==> config.mk <==
export PLATFORM = sky130hd
export DESIGN_NAME = mshr_retire_ctrl_flat
export DESIGN_NICKNAME = d
export VERILOG_FILES = /design/src/rtl/mshr_retire_ctrl_if.sv /design/src/rtl/mshr_retire_ctrl.sv /design/src/flat_wrapper.sv
export SDC_FILE = /design/constraint.sdc
export NUM_CORES = 1
export LEC_CHECK = 0
export CAP_MARGIN = 20
export CORE_ASPECT_RATIO = 1.2
export CORE_MARGIN = 4
export CORE_UTILIZATION = 43
export DETAILED_ROUTE_END_ITERATION = 8
export PLACE_DENSITY = 0.77
export SLEW_MARGIN = 20
export SYNTH_ARGS = -nofsm -noshare
export SYNTH_HDL_FRONTEND = slang
export SYNTH_SLANG_ARGS = --single-unit
==> constraint.sdc <==
create_clock -name clk -period 2 [get_ports clk]
set_input_delay 0.4 -clock clk [delete_from_list [all_inputs] [get_ports clk]]
set_output_delay 0.4 -clock clk [all_outputs]
set_load 0.005 [all_outputs]
==> src/rtl/mshr_retire_ctrl_if.sv <==
// rtl/mshr_retire_ctrl_if.sv - FIFO drain, WB response and scoreboard release bundle
// master is the retire controller; slave is the FIFO/WB/scoreboard side.
interface mshr_retire_ctrl_if #(
  parameter int DATA_WIDTH = 74
);
  logic                  fifo_empty;
  logic [DATA_WIDTH-1:0] fifo_dout;
  logic                  fifo_ren;
  logic                  wb_valid;
  logic                  wb_ready;
  logic [2:0]            wb_warp_id;
  logic [7:0]            wb_active_mask;
  logic [26:0]           wb_line_addr;
  logic [23:0]           wb_word_addr;
  logic                  sb_release_valid;
  logic [2:0]            sb_release_warp;
  logic [1:0]            sb_release_entry;

  modport master (
    input  fifo_empty, fifo_dout, wb_ready,
    output fifo_ren, wb_valid, wb_warp_id, wb_active_mask, wb_line_addr, wb_word_addr,
           sb_release_valid, sb_release_warp, sb_release_entry
  );

  modport slave (
    output fifo_empty, fifo_dout, wb_ready,
    input  fifo_ren, wb_valid, wb_warp_id, wb_active_mask, wb_line_addr, wb_word_addr,
           sb_release_valid, sb_release_warp, sb_release_entry
  );
endinterface

==> src/rtl/mshr_retire_ctrl.sv <==
// rtl/mshr_retire_ctrl.sv - MSHR miss FIFO drain: latency countdown, load response, release
// Pops one entry, counts down its latency, then retires it (loads via WB handshake).
module mshr_retire_ctrl #(
  parameter int DATA_WIDTH = 74,
  parameter int EXTRA_LAT  = 0,
  parameter int CNT_W      = 4
) (
  input  logic                clk,
  input  logic                rst_n,
  mshr_retire_ctrl_if.master  bus,
  output logic                busy,
  output logic [15:0]         retire_cnt
);

  localparam logic [1:0] IDLE  = 2'd0;
  localparam logic [1:0] COUNT = 2'd1;
  localparam logic [1:0] RESP  = 2'd2;

  logic [1:0]            state;
  logic [DATA_WIDTH-1:0] head;
  logic [CNT_W-1:0]      cnt;
  logic [CNT_W-1:0]      cnt_init;
  logic                  head_is_load;
  logic                  in_resp;
  logic                  retire;
  logic                  pop;
  logic                  unused_head;

  assign head_is_load = head[73];
  assign in_resp      = (state == RESP);
  assign retire       = in_resp && (!head_is_load || bus.wb_ready);
  // Gated by rst_n so nothing is popped while reset is held.
  assign pop          = rst_n && !bus.fifo_empty && ((state == IDLE) || retire);
  assign cnt_init     = CNT_W'(bus.fifo_dout[18:16]) + CNT_W'(EXTRA_LAT);

  assign bus.fifo_ren         = pop;
  assign bus.wb_valid         = in_resp && head_is_load;
  assign bus.wb_line_addr     = in_resp ? head[72:46] : '0;
  assign bus.wb_word_addr     = in_resp ? head[45:22] : '0;
  assign bus.wb_warp_id       = in_resp ? head[21:19] : '0;
  assign bus.wb_active_mask   = in_resp ? head[15:8]  : '0;
  assign bus.sb_release_valid = retire && head[7];
  assign bus.sb_release_warp  = in_resp ? head[21:19] : '0;
  assign bus.sb_release_entry = in_resp ? head[6:5]   : '0;
  assign busy                 = (state != IDLE);

  // Latency is consumed at pop time; reserved bits are never looked at.
  assign unused_head = ^{head[18:16], head[4:0]};

  always_ff @(posedge clk or negedge rst_n) begin
    if (!rst_n) begin
      state      <= IDLE;
      head       <= '0;
      cnt        <= '0;
      retire_cnt <= '0;
    end else begin
      if (retire) begin
        retire_cnt <= retire_cnt + 16'd1;
      end
      if (pop) begin
        head  <= bus.fifo_dout;
        cnt   <= cnt_init;
        state <= COUNT;
      end else begin
        case (state)
          IDLE: state <= IDLE;
          COUNT: begin
            if (cnt != '0) begin
              cnt <= cnt - CNT_W'(1);
            end else begin
              state <= RESP;
            end
          end
          RESP: begin
            if (retire) begin
              state <= IDLE;
            end
          end
          default: state <= IDLE;
        endcase
      end
    end
  end

endmodule

==> src/flat_wrapper.sv <==
// flat-port wrapper written by rule: the top's interface ports become plain ports
module mshr_retire_ctrl_flat 
#(
  parameter int DATA_WIDTH = 74,
  parameter int EXTRA_LAT  = 0,
  parameter int CNT_W      = 4
)
  (clk, rst_n, busy, retire_cnt, bus_fifo_empty, bus_fifo_dout, bus_wb_ready, bus_fifo_ren, bus_wb_valid, bus_wb_warp_id, bus_wb_active_mask, bus_wb_line_addr, bus_wb_word_addr, bus_sb_release_valid, bus_sb_release_warp, bus_sb_release_entry);
  mshr_retire_ctrl_if #(.DATA_WIDTH(DATA_WIDTH)) bus_i ();
  input  logic clk;
  input  logic rst_n;
  output logic busy;
  output logic [15:0] retire_cnt;
  input wire logic [$bits(bus_i.fifo_empty)-1:0] bus_fifo_empty;
  input wire logic [$bits(bus_i.fifo_dout)-1:0] bus_fifo_dout;
  input wire logic [$bits(bus_i.wb_ready)-1:0] bus_wb_ready;
  output wire logic [$bits(bus_i.fifo_ren)-1:0] bus_fifo_ren;
  output wire logic [$bits(bus_i.wb_valid)-1:0] bus_wb_valid;
  output wire logic [$bits(bus_i.wb_warp_id)-1:0] bus_wb_warp_id;
  output wire logic [$bits(bus_i.wb_active_mask)-1:0] bus_wb_active_mask;
  output wire logic [$bits(bus_i.wb_line_addr)-1:0] bus_wb_line_addr;
  output wire logic [$bits(bus_i.wb_word_addr)-1:0] bus_wb_word_addr;
  output wire logic [$bits(bus_i.sb_release_valid)-1:0] bus_sb_release_valid;
  output wire logic [$bits(bus_i.sb_release_warp)-1:0] bus_sb_release_warp;
  output wire logic [$bits(bus_i.sb_release_entry)-1:0] bus_sb_release_entry;
  assign bus_i.fifo_empty = bus_fifo_empty;
  assign bus_i.fifo_dout = bus_fifo_dout;
  assign bus_i.wb_ready = bus_wb_ready;
  assign bus_fifo_ren = bus_i.fifo_ren;
  assign bus_wb_valid = bus_i.wb_valid;
  assign bus_wb_warp_id = bus_i.wb_warp_id;
  assign bus_wb_active_mask = bus_i.wb_active_mask;
  assign bus_wb_line_addr = bus_i.wb_line_addr;
  assign bus_wb_word_addr = bus_i.wb_word_addr;
  assign bus_sb_release_valid = bus_i.sb_release_valid;
  assign bus_sb_release_warp = bus_i.sb_release_warp;
  assign bus_sb_release_entry = bus_i.sb_release_entry;
  mshr_retire_ctrl #(.DATA_WIDTH(DATA_WIDTH), .EXTRA_LAT(EXTRA_LAT), .CNT_W(CNT_W)) u_core (.clk(clk), .rst_n(rst_n), .bus(bus_i), .busy(busy), .retire_cnt(retire_cnt));
endmodule
==> flow_summary.json <==
{
  "status": "complete, but fails checks",
  "violations": "setup timing",
  "place_congestion": 0.741,
  "finalHoldViolations": 0,
  "ir_drop_mv": 0.561,
  "syn_inst": 314,
  "path_max_fanout": 22,
  "fin_ws_ns": -0.156,
  "initial_core_util_pct": 44.3,
  "nets": 560,
  "required_ns": 1.60,
  "synth.area.top_cells": "dfrtp_1, mux2_1, and2_1",
  "netlist_area_um2": 4030,
  "yosysUniqueCellTypes": 33,
  "ys_seq_elements": 88,
  "cts-htree-levels": 3,
  "grt_pass1_vias": 3107,
  "hp-class": "input port to async pin",
  "grt-ovfl-total": 0,
  "setup_viol": 23,
  "maxCapViolCount": 0,
  "num_rows": 38,
  "cts-root-buf": "clkbuf_8",
  "first_iter_violations": 76,
  "arrival_ns": 1.76,
  "synth.net_count": 394,
  "grt_pass1_wl_mm": 15.0,
  "async_flop_share_pct": 100,
  "track_usage_pct": 17.7,
  "ctsHoldBuffers": 0,
  "grt_max_degree": 89,
  "critPathLaunchType": "flop",
  "whs_ns": 0.231,
  "place_hpwl_mm": 7.00,
  "slew_viol_final": 0,
  "cts_buffers": 9,
  "clk_latency_ns": 0.35,
  "ys.flop_type": "dfrtp_1",
  "syn_area_per_cell_um2": 12.8,
  "pwr_density_cell_nw_per_um2": 1110,
  "yosys_warnings": 0,
  "firstDrtPassIters": 4,
  "rsz0062_at_grt": "yes",
  "area_delta_synth_final_pct": 48.1,
  "worst_pin_slew_ns": 0.783,
  "core_um2": 9080,
  "fp.dieArea_um2": 11000,
  "drive_above_1_share_pct": 11.8,
  "crit_path_end_kind": "output pin",
  "ys_seq_area_share_pct": 54.7,
  "yosys-top-cells-count": "dfrtp_1, and2_1, mux2_1",
  "cts_tree": "yes",
  "die_w_um": 96.3,
  "num_vias": 2900,
  "leakagePower_uw": 0.00297,
  "slew_headroom_pct": 47.8,
  "finalCoreUtilization_pct": 65.6,
  "finalCritPeriodShare_pct": 108,
  "die-height_um": 114,
  "boundaryPins": 165,
  "synth.most_common_cell": "dfrtp_1",
  "io_buffers": 159,
  "yosysTopAreaCell": "dfrtp_1",
  "synth_top_area_share_pct": 54.7,
  "drc_errors": 0,
  "routedWlPerCell_um": 15.8,
  "synth-edff-count": 0,
  "clkSinkCount": 88,
  "n_antenna_cell": 0,
  "antenna_found_initial": 0,
  "vias_per_cell": 4.79,
  "cts.path.max_buffers": 2,
  "final.setup_skew_ns": 0.0136,
  "post-route-min-period_ns": 2.16,
  "max_freq_mhz": 464,
  "critical_path_class": "flop to output pin",
  "detail-route-antenna-nets": 0,
  "wl_mm": 9.58,
  "layout.filler_cells": 716,
  "clkTransAtPathRegs_ns": 0.09
}
==> flip-flops by register name, summed over array words and instances, names as in the netlist <==
register           count
u_core.state           2
u_core.head           66
u_core.cnt             4
u_core.retire_cnt     16
==> layout make-up <==
cell class | instances | area (µm²) | share of cell area (%)
Sequential cell | 88 | 2200 | 36.9
Timing Repair Buffer | 174 | 1740 | 29.1
Multi-Input combinational cell | 202 | 1660 | 27.9
Clock buffer | 12 | 165 | 2.77
Tap cell | 120 | 150 | 2.52
Clock inverter | 4 | 26.3 | 0.441
Inverter | 5 | 18.8 | 0.315
==> critical path: stages, from the launching register on <==
cell and delay, ns:
dfrtp_1 0.41, nor2b_4 0.19, buf_12 0.18, and2_1 0.15, clkdlybuf4s50_1 0.50
==> cell families (layout without fill, tap and decap cells) <==
kind of cell / after synthesis / count (layout) / share of synthesized area, %
AND/OR/NAND/NOR: 107 / 107 / 15.9
buffers and inverters: 24 / 195 / 4.35
AO/OA/AOI/OAI: 8 / 8 / 1.71
adder cells (fa/ha/maj): 2 / 2 / 0.622
XOR/XNOR: 17 / 17 / 3.70
flip-flops: 88 / 88 / 54.7
multiplexers: 68 / 68 / 19.0
==> final timing paths <==
check	endpoint	slack (ns)	cells after the start	startpoint
worst max-delay path	bus_wb_line_addr[17]	-0.16	4	u_core.state[0]
worst min-delay path	u_core.head[46]	0.23	2	rst_n
worst max register to register	u_core.head[10]	0.17	5	u_core.head[73]
worst min register to register	u_core.head[62]	0.48	1	u_core.head[62]
max in group asynchronous	u_core.state[1]	1.26	2	rst_n
min in group clk	u_core.head[62]	0.48	1	u_core.head[62]
==> stage by stage <==
stage	setup TNS (ns)	total power (µW)	setup WS (ns)	instances	instance area, µm²
after floorplan	0	4270	0.351	314	4030
after global placement	-19.47	5590	-0.364	587	5760
final	-0.655	6640	-0.156	605	5960
after CTS	-3.41	6700	-0.245	603	5890
after global routing	-2.80	7160	-0.233	605	5960
after detailed placement	-21.31	5720	-0.405	587	5760
==> per-layer routing <==
layer  part of all wire [%]  global-route usage [%]  up-vias
met3                    7.1                    4.68       19
li1                       -                       -     1379
met2                     51                    29.5      100
met1                     40                    21.6     1402
met4                    2.3                    7.39        0
met5                      0                       0        -
==> what timing repair did <==
action                                  in CTS  in global routing
pin swaps                                    1                  1
resized for setup                           61                 21
setup buffers                                0                  1
cloned                                       0                  1
endpoints found under the setup margin      95                 39
==> cell usage in the layout (no fill, tap or decap), drive strengths merged, types with 2 or more instances in the layout <==
cell type and n:
clkinv 2, nor3 2, clkbuf 15, nand4 4
or2 2, dlygate4sd2 51, inv 6, mux2 67
and4 2, clkdlybuf4s50 88, nor2 4, nand2 9
dfrtp 88, nor2b 3, and3 5, nand3 6
buf 16, ha 2, o21ai 3, and2 65
xnor2 15, xor2 2, nand2b 3, dlymetal6s2s 15
==> where the power goes <==
| group | internal (µW) | leakage, µW | switching (µW) |
|---|---|---|---|
| Clock | 554 | 0.0000988 | 612 |
| Sequential | 2560 | 0.00107 | 381 |
| Combinational | 1540 | 0.00180 | 986 |
| Total | 4660 | 0.00297 | 1980 |
Note: power is estimated with default switching activity, not from simulation.
